===== src/rtl/bcd_to_bin_pkg.sv =====
// Shared definitions for the BCD -> binary RPM conversion path.
package bcd_to_bin_pkg;

    localparam int RPM_WIDTH  = 14;
    localparam int BCD_DIGITS = 4;

    typedef enum logic [1:0] {
        B2B_IDLE = 2'd0,
        B2B_RUN  = 2'd1,
        B2B_DONE = 2'd2
    } b2b_state_t;

    // True when any of the four packed nibbles is not a decimal digit.
    function automatic logic bcd_has_bad_digit(input logic [15:0] bcd);
        logic bad;
        bad = 1'b0;
        for (int i = 0; i < 4; i++) begin
            if (bcd[4*i +: 4] > 4'd9) begin
                bad = 1'b1;
            end
        end
        return bad;
    endfunction

endpackage


===== src/rtl/bcd_nibble_adj.sv =====
// Reverse double-dabble digit correction: a nibble that received a shifted-in
// tens bit (value >= 8) is pulled back by 3 so it stays a valid BCD digit.
module bcd_nibble_adj (
    input  logic [3:0] nib,
    output logic [3:0] adj
);

    // Subtract 3 only from nibbles >= 8; the result can never underflow.
    always_comb begin
        adj = nib;
        if (nib >= 4'd8) begin
            adj = nib - 4'd3;
        end
    end

endmodule


===== src/rtl/bcd_to_bin.sv =====
// Four packed BCD digits -> unsigned binary RPM value, using a serial
// reverse double-dabble. Requests and completions use toggle handshakes.
//
// state    | meaning
// ---------+------------------------------------------------------------
// B2B_IDLE | waiting for bcd_change to differ from the last seen level
// B2B_RUN  | one shift/adjust step per cycle, WIDTH steps in total
// B2B_DONE | publish rpm/bcd_err, toggle rpm_change, drop busy
module bcd_to_bin
    import bcd_to_bin_pkg::*;
#(
    parameter int WIDTH  = RPM_WIDTH,
    parameter int DIGITS = BCD_DIGITS
) (
    input  logic             clk,
    input  logic             rst,
    input  logic [3:0]       dec0,
    input  logic [3:0]       dec1,
    input  logic [3:0]       dec2,
    input  logic [3:0]       dec3,
    input  logic             bcd_change,
    output logic [WIDTH-1:0] rpm,
    output logic             rpm_change,
    output logic             busy,
    output logic             bcd_err
);

    localparam int CNT_W     = $clog2(WIDTH + 1);
    localparam int MIN_WIDTH = $clog2(10 ** DIGITS);

    if (WIDTH < MIN_WIDTH) begin : g_width_chk
        $error("bcd_to_bin: WIDTH cannot hold the largest value of DIGITS decimal digits");
    end

    b2b_state_t        state_q;
    b2b_state_t        state_d;
    logic              accept;
    logic              req_seen;
    logic              err_q;
    logic [15:0]       digits;
    logic              digits_bad;
    logic [15:0]       bcd_q;
    logic [WIDTH-1:0]  bin_q;
    logic [CNT_W-1:0]  cnt_q;
    logic [15:0]       bcd_shr;
    logic [WIDTH-1:0]  bin_shr;
    logic [15:0]       bcd_adj;

    assign digits     = {dec3, dec2, dec1, dec0};
    assign digits_bad = bcd_has_bad_digit(digits);

    // The BCD register and the binary accumulator act as one long right shifter.
    assign {bcd_shr, bin_shr} = {1'b0, bcd_q, bin_q[WIDTH-1:1]};

    for (genvar g = 0; g < 4; g++) begin : g_adj
        bcd_nibble_adj u_adj (
            .nib (bcd_shr[4*g +: 4]),
            .adj (bcd_adj[4*g +: 4])
        );
    end

    // State register.
    always_ff @(posedge clk or posedge rst) begin
        if (rst) begin
            state_q <= B2B_IDLE;
        end else begin
            state_q <= state_d;
        end
    end

    // Next-state logic; an invalid digit set skips the arithmetic entirely.
    always_comb begin
        state_d = state_q;
        accept  = 1'b0;
        case (state_q)
            B2B_IDLE: begin
                if (bcd_change != req_seen) begin
                    accept  = 1'b1;
                    state_d = digits_bad ? B2B_DONE : B2B_RUN;
                end
            end
            B2B_RUN: begin
                if (cnt_q == CNT_W'(1)) begin
                    state_d = B2B_DONE;
                end
            end
            B2B_DONE: begin
                state_d = B2B_IDLE;
            end
            default: begin
                state_d = B2B_IDLE;
            end
        endcase
    end

    // Datapath: latch on accept, shift/adjust in RUN, publish results in DONE.
    always_ff @(posedge clk or posedge rst) begin
        if (rst) begin
            req_seen   <= 1'b0;
            err_q      <= 1'b0;
            bcd_q      <= '0;
            bin_q      <= '0;
            cnt_q      <= '0;
            rpm        <= '0;
            rpm_change <= 1'b0;
            busy       <= 1'b0;
            bcd_err    <= 1'b0;
        end else begin
            case (state_q)
                B2B_IDLE: begin
                    if (accept) begin
                        req_seen <= bcd_change;
                        bcd_q    <= digits;
                        bin_q    <= '0;
                        cnt_q    <= CNT_W'(WIDTH);
                        err_q    <= digits_bad;
                        busy     <= 1'b1;
                    end
                end
                B2B_RUN: begin
                    bcd_q <= bcd_adj;
                    bin_q <= bin_shr;
                    cnt_q <= cnt_q - CNT_W'(1);
                end
                B2B_DONE: begin
                    if (!err_q) begin
                        rpm <= bin_q;
                    end
                    bcd_err    <= err_q;
                    rpm_change <= ~rpm_change;
                    busy       <= 1'b0;
                end
                default: begin
                end
            endcase
        end
    end

endmodule


===== config.mk =====
export PLATFORM = sky130hd
export DESIGN_NAME = bcd_to_bin
export DESIGN_NICKNAME = d
export VERILOG_FILES = /design/src/rtl/bcd_to_bin_pkg.sv /design/src/rtl/bcd_nibble_adj.sv /design/src/rtl/bcd_to_bin.sv
export SDC_FILE = /design/constraint.sdc
export NUM_CORES = 1
export LEC_CHECK = 0
export ABC_AREA = 1
export CAP_MARGIN = 20
export CORE_MARGIN = 4
export CORE_UTILIZATION = 50
export DETAILED_ROUTE_END_ITERATION = 7
export GPL_TIMING_DRIVEN = 0
export HOLD_SLACK_MARGIN = 0.15
export PLACE_DENSITY = 0.83
export SYNTH_ARGS = -nofsm -noshare
export SYNTH_HDL_FRONTEND = slang
export SYNTH_HIERARCHICAL = 1
export SYNTH_SLANG_ARGS = --single-unit

===== constraint.sdc =====
create_clock -name clk -period 2 [get_ports clk]
set_clock_uncertainty 0.15 [all_clocks]
set_input_delay 0.5 -clock clk [delete_from_list [all_inputs] [get_ports clk]]
set_output_delay 0.5 -clock clk [all_outputs]
set_load 0.005 [all_outputs]

==> results of run 1 <==
==> synth_stat cells, drive strengths merged (2+ instances only) <==
cell    count  area share
nand4       2      0.0045
ha         10       0.045
nand2     133        0.18
xor2        5       0.016
buf         8       0.019
nor2        7       0.013
clkbuf      6      0.0081
o22ai      14       0.032
dfrtp      55        0.50
a21boi      4       0.011
nand3      26       0.047
inv        48       0.065
o21ai      27       0.055
or2         2      0.0045
==> per-layer routing <==
metal | GRT usage | vias up | routed length [um]
met4 | 0.0637 | 0 | 65
met1 | 0.261 | 1123 | 2530
met5 | 0 | - | 0
met2 | 0.333 | 50 | 3030
li1 | - | 1179 | -
met3 | 0.0347 | 6 | 242
==> how the worst max path moves through the flow <==
stage                    start  endpoint  slack, ns
CTS                 bcd_change  bin_q[0]       0.11
global placement           rst  bcd_q[4]      -0.98
floorplan                  rst   bcd_err      0.007
finish                  rpm[0]    rpm[0]       0.14
detailed placement  bcd_change  bin_q[0]      -0.21
global route        bcd_change  bin_q[2]       0.07
==> placed cells by master (no fill, tap or decap), drive strengths merged <==
| cell type | count |
|---|---|
| a21boi | 4 |
| a21oi | 1 |
| buf | 9 |
| clkbuf | 11 |
| clkdlybuf4s50 | 35 |
| clkinv | 1 |
| conb | 6 |
| dfrtp | 55 |
| ha | 10 |
| inv | 49 |
| nand2 | 133 |
| nand3 | 26 |
| nand4 | 2 |
| nor2 | 7 |
| o21a | 1 |
| o21ai | 27 |
| o22ai | 14 |
| or2 | 2 |
| xor2 | 5 |
==> sequential cells by signal, indices dropped and copies added (netlist names) <==
name and cells:
rpm_change 1, bin_q 14, bcd_q 16, rpm 14, busy 1, state_q 2, req_seen 1, bcd_err 1
cnt_q 4, err_q 1
==> worst register-to-register path: stages (launching register included) <==
cell      delay (ns)
dfrtp_1         0.43
inv_2           0.09
nor2_2          0.06
inv_2           0.16
clkbuf_1        0.41
nand2_1         0.11
nand2_1         0.09
nand2_1         0.05
nand2_1         0.05
==> layout make-up <==
cell class,count,area share
clock buffers,5,0.0206
multi-input cells,238,0.350
flip-flops and latches,55,0.411
inverters,48,0.0538
plain buffers,14,0.0228
clock inverters,2,0.00523
repair buffers,36,0.111
well taps,70,0.0262
==> per-stage QoR <==
step	worst slack (ns)	hold WS, ns	instances	cell area, um2
global route	0.0692	0.338	468	3350
detailed placement	-0.214	0.316	461	3260
CTS	0.113	0.330	468	3340
global placement	-0.983	0.307	460	3240
floorplan	0.00707	0.291	355	2800
finish	0.139	0.327	468	3350
==> report_power, final <==
| group | leakage (nW) | internal (mW) | switching, mW |
|---|---|---|---|
| logic | 0.951 | 0.743 | 1.15 |
| registers | 0.715 | 1.42 | 0.279 |
| clock network | 0.0446 | 0.247 | 0.363 |
| total | 1.71 | 2.41 | 1.79 |
==> kinds of logic (layout without fill, tap and decap cells) <==
kind of cell             after synthesis  count (layout)  synth area share
adder cells (fa/ha/maj)               10              10            0.0450
AND/OR/NAND/NOR                      170             170             0.248
other                                  1               6           0.00135
flip-flops                            55              55             0.495
XOR/XNOR                               5               5            0.0158
buffers and inverters                 62             105            0.0923
AO/OA/AOI/OAI                         47              47             0.102
==> impl_metrics.py, run 1 <==
metrics = {
    "yosys": {
        "synthCells": 350,
        "ys_warn_count": 6,
        "ys_ff_latch": 55,
        "async_flop_share": 1.00,
        "synth-seq-area-share": 0.495,
        "synth_edf_count": 0,
        "avgSynthCellArea_um2": 7.94,
        "synth_cell_types": 25,
        "ys_dominant_reg_cell": "dfrtp_1",
        "netlist_area_mm2": 0.00278,
    },
    "timing": {
        "report.final.hold_viol_count": 0,
        "layout_worst_path_cycle_share": 0.931,
        "setup_viol": 0,
        "fmax_mhz": 537,
        "fin_tns_setup_ns": 0,
        "slew_violations": 0,
        "period_needed_ns": 1.86,
        "grt_setup_unrepaired": "no",
    },
    "floorplan": {
        "dieArea_mm2": 0.00682,
        "ios": 36,
        "die_h_um": 82.6,
        "rows": 26,
        "core_area_mm2": 0.00524,
        "die_x_um": 82.6,
        "start_util": 0.531,
    },
    "finish": {
        "multi_input_area_mm2": 0.00117,
        "seq_area_mm2": 0.00138,
        "area_growth_pct": 20.4,
        "postLayoutCoreUtil": 0.639,
        "fill_cells": 455,
        "antenna_cells": 0,
        "layout.nets": 427,
        "drive_above_1_share": 0.0754,
    },
    "critical_path": {
        "cp.depth": 1,
        "crit_buf_inv": 1,
        "rr_startpoint": "state_q[0]",
        "slowest_stage": "clkdlybuf4s50_1",
        "crit_type": "flop to output port",
        "crit_chain": "clkdlybuf4s50_1",
        "cpLargestDelayFamily": "buffers and inverters",
        "reg2reg_depth": 8,
        "start_kind": "flop",
        "r2r_setup_slack_ns": 0.34,
        "cp_data_required_time_ns": 1.35,
        "critPathMaxStageDelay_ns": 0.53,
        "cp_data_arrival_time_ns": 1.21,
        "r2r_end": "bcd_q[2]",
        "end_kind": "output port",
        "worstPathMaxFanout": 2,
    },
    "clock_network": {
        "cts_max_level": 2,
        "insertion_delay_ns": 0.31,
        "hold_buffers": 0,
        "cts_setup_buffers": 0,
        "clockRootBuffer": "clkbuf_8",
        "numCtsBuffers": 5,
        "cts_resized": 0,
        "cts_buffer_depth": 2,
        "clkTransAtPathRegs_ns": 0.10,
        "cts.sinks": 55,
        "tritoncts": "done",
    },
    "power": {
        "power_mw": 4.20,
        "vdd_drop_max_v": 0.000590,
        "power.density_mw_per_mm2": 1250,
        "leakage_nw": 1.71,
    },
    "global_route": {
        "antenna_found_initial": 0,
        "grt_remaining_overflow": 0,
        "grt_max_degree": 37,
        "grt_first_pass_wirelength_um": 10400,
        "grt_pass1_vias": 2313,
        "grt_util_all_layers": 0.198,
    },
    "detailed_routing": {
        "routed_via_density": 5.04,
        "drt-initial-drc-count": 157,
        "wl_per_cell_um": 12.5,
        "drc_errors": 0,
        "dr.pass1.iters": 4,
        "drt_wl_total_um": 5860,
        "vias": 2358,
        "ant_nets": 0,
    },
    "outcome": {
        "outcome": "completed",
    },
    "place": {
        "gp_congestion": 0.823,
        "port_buffers": 35,
        "dpl.hpwl_um": 4330,
    },
    "hold_path": {
        "min_from": "rpm_change",
        "hp-class": "flop to flop",
        "whs_endpoint": "rpm_change",
        "holdPathStages": 1,
    },
    "job": {
        "maxCapViolCount": 0,
    },
}
Note: power is estimated with default switching activity, not from simulation.
==> inputs of run 2 (changes only) <==
Settings changed: CELL_PAD_IN_SITES_DETAIL_PLACEMENT set to 1, CELL_PAD_IN_SITES_GLOBAL_PLACEMENT set to 2, CORE_UTILIZATION 50 to 29, PLACE_DENSITY 0.83 to 0.82.
==> impl_metrics.py, run 2 (same netlist as run 1, synthesis figures left out) <==
metrics = {
    "outcome": {
        "outcome": "completed",
    },
    "global_route": {
        "grt_first_pass_wirelength_um": 11300,
        "grt_max_degree": 42,
        "grt_remaining_overflow": 0,
        "antenna_found_initial": 0,
        "grt_pass1_vias": 2359,
        "grt_util_all_layers": 0.124,
    },
    "finish": {
        "largest_reg_flops": 16,
        "fin_area_mm2": 0.00345,
        "layout.nets": 427,
        "final_common_cell": "nand2_1",
        "area_growth_pct": 24.2,
        "layout_common_cells": "nand2_1, dfrtp_1, inv_1",
        "regMostFlops": "bcd_q",
        "reg_top3": "bcd_q (16), bin_q (14), rpm (14)",
        "fill_cells": 1161,
        "drive_above_1_share": 0.0777,
        "antenna_cells": 0,
    },
    "detailed_routing": {
        "routed_via_density": 4.35,
        "ant_nets": 0,
        "dr.pass1.iters": 4,
        "drt_wl_total_um": 6640,
        "vias": 2298,
        "wl_per_cell_um": 12.6,
        "drt-initial-drc-count": 73,
        "drc_errors": 0,
    },
    "timing": {
        "slew_violations": 0,
        "layout_worst_path_cycle_share": 0.928,
        "report.final.hold_viol_count": 0,
        "grt_setup_unrepaired": "no",
        "period_needed_ns": 1.86,
        "worst_pin_slew_ns": 0.536,
        "fmax_mhz": 539,
        "setup_viol": 0,
        "postLayoutSetupSlackWorst_ns": 0.144,
        "maxSlewHeadroom": 0.639,
    },
    "clock_network": {
        "cts.sinks": 55,
        "cts_setup_buffers": 0,
        "hold_buffers": 0,
        "clockRootBuffer": "clkbuf_8",
        "numCtsBuffers": 5,
        "cts_buffer_depth": 2,
        "insertion_delay_ns": 0.32,
        "tritoncts": "done",
        "clkTransAtPathRegs_ns": 0.11,
        "cts_max_level": 2,
    },
    "hold_path": {
        "hp-class": "flop to flop",
    },
    "power": {
        "vdd_drop_max_v": 0.000439,
        "leakage_nw": 1.73,
        "power.density_mw_per_mm2": 1280,
        "power_mw": 4.41,
    },
    "place": {
        "gp_congestion": 0.698,
        "dpl.hpwl_um": 4930,
        "placed_area_mm2": 0.00333,
        "dp_slack_ns": -0.311,
        "port_buffers": 35,
    },
    "floorplan": {
        "ios": 36,
        "die_x_um": 106,
        "start_util": 0.299,
        "die_h_um": 106,
        "dieArea_mm2": 0.0112,
        "core_area_mm2": 0.00928,
        "rows": 35,
    },
    "critical_path": {
        "worstPathMaxFanout": 2,
        "slowest_stage": "clkdlybuf4s50_1",
        "cp_data_arrival_time_ns": 1.21,
        "crit_chain": "clkdlybuf4s50_1",
        "crit_buf_inv": 1,
        "end_kind": "output port",
        "crit_type": "flop to output port",
        "cpLargestDelayFamily": "buffers and inverters",
        "critPathMaxStageDelay_ns": 0.51,
        "cp_data_required_time_ns": 1.35,
        "start_kind": "flop",
    },
    "job": {
        "maxCapViolCount": 0,
    },
}
==> run 2: through the flow <==
stage / TNS (ns) / instances / hold WS, ns / utilization
2_1_floorplan: 0 / 355 / 0.291 / -
3_3_place_gp: -71.48 / 519 / 0.307 / 0.357
3_5_place_dp: -8.40 / 520 / 0.310 / 0.359
4_1_cts: 0 / 528 / 0.330 / 0.371
5_1_grt: 0 / 528 / 0.347 / 0.372
6_report: 0 / 528 / 0.322 / 0.372
==> run 2: final cells by class <==
type	instances	area, um2	share of cell area
Sequential cell	55	1380	0.399
Clock inverter	3	47.5	0.0138
Inverter	48	180	0.0522
Multi-Input combinational cell	238	1170	0.339
Clock buffer	5	68.8	0.0199
Timing Repair Buffer	36	370	0.107
Tap cell	129	161	0.0468
Buffer	14	76.3	0.0221
==> run 2: layer usage <==
layer,up-vias,global-route usage,part of all wire
li1,1174,-,-
met1,1083,0.165,0.50
met2,35,0.209,0.46
met3,6,0.0200,0.030
met4,0,0.0333,0.013
met5,-,0,0
==> run 2: repair_timing <==
item / in CTS / in global routing
gates resized for setup: 0 / 1
endpoints found under the hold margin: 0 / 0
setup endpoints to repair: 0 / 24
==> run 2: worst reg2reg max path, cell delays in order, from the launching register on <==
cell and delay [ns]:
dfrtp_1 0.43, inv_2 0.09, nor2_2 0.06, inv_2 0.14, clkbuf_1 0.43, nand2_1 0.14, nand2_1 0.10, nand2_1 0.05
nand2_1 0.05
==> run 2: final timing paths <==
kind                       startpoint         end  slack [ns]  cells after the start
setup / recovery              rpm[13]     rpm[13]        0.14                      1
hold / removal             rpm_change  rpm_change        0.32                      1
setup reg to reg           state_q[0]    bcd_q[1]        0.32                      8
hold reg to reg            rpm_change  rpm_change        0.32                      1
max in group asynchronous         rst  state_q[1]        0.84                      3
min in group asynchronous         rst   bcd_q[10]        0.33                      2
==> run 2: power breakdown <==
part	switching, mW	internal, mW
registers	0.284	1.42
clock network	0.405	0.381
logic	1.18	0.742
total	1.87	2.54
==> inputs of run 3 (changes only) <==
Settings changed: CORE_ASPECT_RATIO set to 2, CORE_UTILIZATION 29 to 35, PLACE_DENSITY 0.82 to 0.9, SYNTH_HIERARCHICAL 1 to unset.
Clock period 2 ns to 2.33 ns, I/O delays scaled along.
==> impl_metrics.py, run 3 <==
metrics = {
    "outcome": {
        "outcome": "completed",
    },
    "detailed_routing": {
        "dr.pass1.iters": 4,
        "drc_errors": 0,
        "vias": 2112,
        "ant_nets": 0,
        "wl_per_cell_um": 14.4,
        "drt_wl_total_um": 6230,
        "drt-initial-drc-count": 112,
        "routed_via_density": 4.87,
    },
    "place": {
        "port_buffers": 35,
        "gp_congestion": 0.770,
        "dpl.cell_count": 426,
        "dpl.hpwl_um": 4790,
        "dp_slack_ns": -0.0151,
    },
    "clock_network": {
        "insertion_delay_ns": 0.30,
        "cts_max_level": 2,
        "tritoncts": "done",
        "clkTransAtPathRegs_ns": 0.07,
        "cts.sinks": 55,
        "cts_setup_buffers": 0,
        "hold_buffers": 0,
        "numCtsBuffers": 5,
        "cts_buffer_depth": 2,
        "cts_resized": 0,
        "clockRootBuffer": "clkbuf_16",
    },
    "finish": {
        "final_common_cell": "nand2_1",
        "postLayoutCoreUtil": 0.449,
        "antenna_cells": 0,
        "area_growth_pct": 24.9,
        "regMostFlops": "bcd_q",
        "largest_reg_flops": 16,
        "fin_cells": 434,
        "reg_top3": "bcd_q (16), bin_q (14), rpm (14)",
        "layout.nets": 368,
        "layout_common_cells": "nand2_1, dfrtp_1, inv_1",
        "drive_above_1_share": 0.0936,
    },
    "job": {
        "maxCapViolCount": 0,
    },
    "critical_path": {
        "r2r_setup_slack_ns": 0.51,
        "cp_data_required_time_ns": 2.34,
        "crit_chain": "clkdlybuf4s50_1 > inv_1 > nand2_1 > nand3_2 > nand2_2 > buf_2 > o22ai_1",
        "crit_type": "input pin to flop",
        "critPathMaxStageDelay_ns": 0.50,
        "start_kind": "input pin",
        "reg2reg_depth": 5,
        "end_kind": "flop",
        "worstPathMaxFanout": 10,
        "slowest_stage": "clkdlybuf4s50_1",
        "cp_data_arrival_time_ns": 2.03,
    },
    "hold_path": {
        "hp-class": "flop to flop",
        "holdPathStages": 1,
    },
    "timing": {
        "slew_violations": 0,
        "fmax_mhz": 496,
        "layout_worst_path_cycle_share": 0.866,
        "grt_setup_unrepaired": "no",
        "worst_pin_slew_ns": 0.613,
        "period_needed_ns": 2.02,
        "maxSlewHeadroom": 0.587,
        "postLayoutSetupSlackWorst_ns": 0.313,
        "setup_viol": 0,
        "report.final.hold_viol_count": 0,
    },
    "global_route": {
        "grt_max_degree": 37,
        "grt_util_all_layers": 0.161,
        "grt_pass1_vias": 2315,
        "grt_remaining_overflow": 0,
        "grt_first_pass_wirelength_um": 10600,
        "antenna_found_initial": 0,
    },
    "yosys": {
        "ys_dominant_reg_cell": "dfrtp_1",
        "syn-num-nets": 325,
        "synth_most_common_cell": "nand2_1",
        "synth_edf_count": 0,
        "synth_cell_types": 27,
        "yosysTopAreaCell": "dfrtp_1",
        "ys_ff_latch": 55,
        "synth-seq-area-share": 0.531,
        "ys_top_cells_by_count": "nand2_1, dfrtp_1, inv_1, o21ai_0, o22ai_1",
        "synthCells": 298,
        "synth.top_cell.area_share": 0.531,
        "avgSynthCellArea_um2": 8.69,
        "yosys-top-cells-area": "dfrtp_1, nand2_1, o21ai_0",
        "ys_warn_count": 0,
        "netlist_area_mm2": 0.00259,
        "async_flop_share": 1.00,
    },
    "floorplan": {
        "rows": 44,
        "core_area_mm2": 0.00721,
        "start_util": 0.359,
        "dieArea_mm2": 0.00892,
        "ios": 36,
        "die_x_um": 68.8,
        "die_h_um": 130,
    },
    "power": {
        "leakage_nw": 1.52,
        "vdd_drop_max_v": 0.000431,
        "power.density_mw_per_mm2": 1210,
    },
}
-- run 3: changes by cell type after synthesis, sizes merged, moves of 2 or more --
cell	delta
a21boi	-4
a21oi	+2
clkbuf	-4
ha	-2
inv	-5
nand2	-40
nand3	-15
o211ai	+2
o21ai	+14
xnor2	+3
-- run 3: routing by layer --
layer	global-route usage	part of all wire	vias to the layer above
met5	0	0	-
met4	0.0770	0.032	0
met3	0.0304	0.037	13
met2	0.302	0.57	38
met1	0.160	0.36	1042
li1	-	-	1019
-- run 3: worst paths after layout --
| path | from | end |
|---|---|---|
| setup / recovery | bcd_change | bin_q[0] |
| hold / removal | rpm_change | rpm_change |
| setup reg to reg | state_q[0] | bin_q[0] |
| hold reg to reg | rpm_change | rpm_change |
| max in group asynchronous | rst | rpm[1] |
| min in group asynchronous | rst | bin_q[12] |
-- run 3: power breakdown --
group	internal (mW)	total, mW	switching, mW	leakage [nW]
Sequential	1.24	1.47	0.235	0.716
Clock	0.458	0.805	0.347	0.0761
Combinational	0.636	1.63	0.996	0.731
-- run 3: through the flow --
stage	TNS [ns]	power [mW]	area [um2]	hold WS [ns]
floorplan	0	2.58	2590	0.291
global placement	-44.80	3.08	3060	0.306
detailed placement	-0.0555	3.16	3080	0.306
CTS	0	3.98	3240	0.319
global route	0	4.26	3240	0.345
finish	0	3.91	3240	0.316
-- run 3: cells by family (layout without fill, tap and decap cells) --
| kind of cell | count (synthesis) | count (layout) | share of synthesized area |
|---|---|---|---|
| and+or+nand+nor | 114 | 114 | 0.182 |
| xor gates and xnor gates | 7 | 7 | 0.0237 |
| adders and majority gates | 8 | 8 | 0.0386 |
| buffers and inverters | 53 | 97 | 0.0889 |
| AOI/OAI and AO/OA | 61 | 61 | 0.135 |
| DFF | 55 | 55 | 0.531 |
-- run 3: worst max-delay path: cells and delay by family --
kind	cells	cell delay [ns]
and+or+nand+nor	3	0.52
buffers and inverters	3	0.81
AOI/OAI and AO/OA	1	0.11
-- run 3: layout make-up --
type | instances | area (um2)
Multi-Input combinational cell | 190 | 983
Sequential cell | 55 | 1380
Fill cell | 871 | 3980
Tap cell | 92 | 115
Inverter | 43 | 161
Clock inverter | 1 | 7.51
Clock buffer | 7 | 153
Timing Repair Buffer | 36 | 370
Buffer | 10 | 68.8
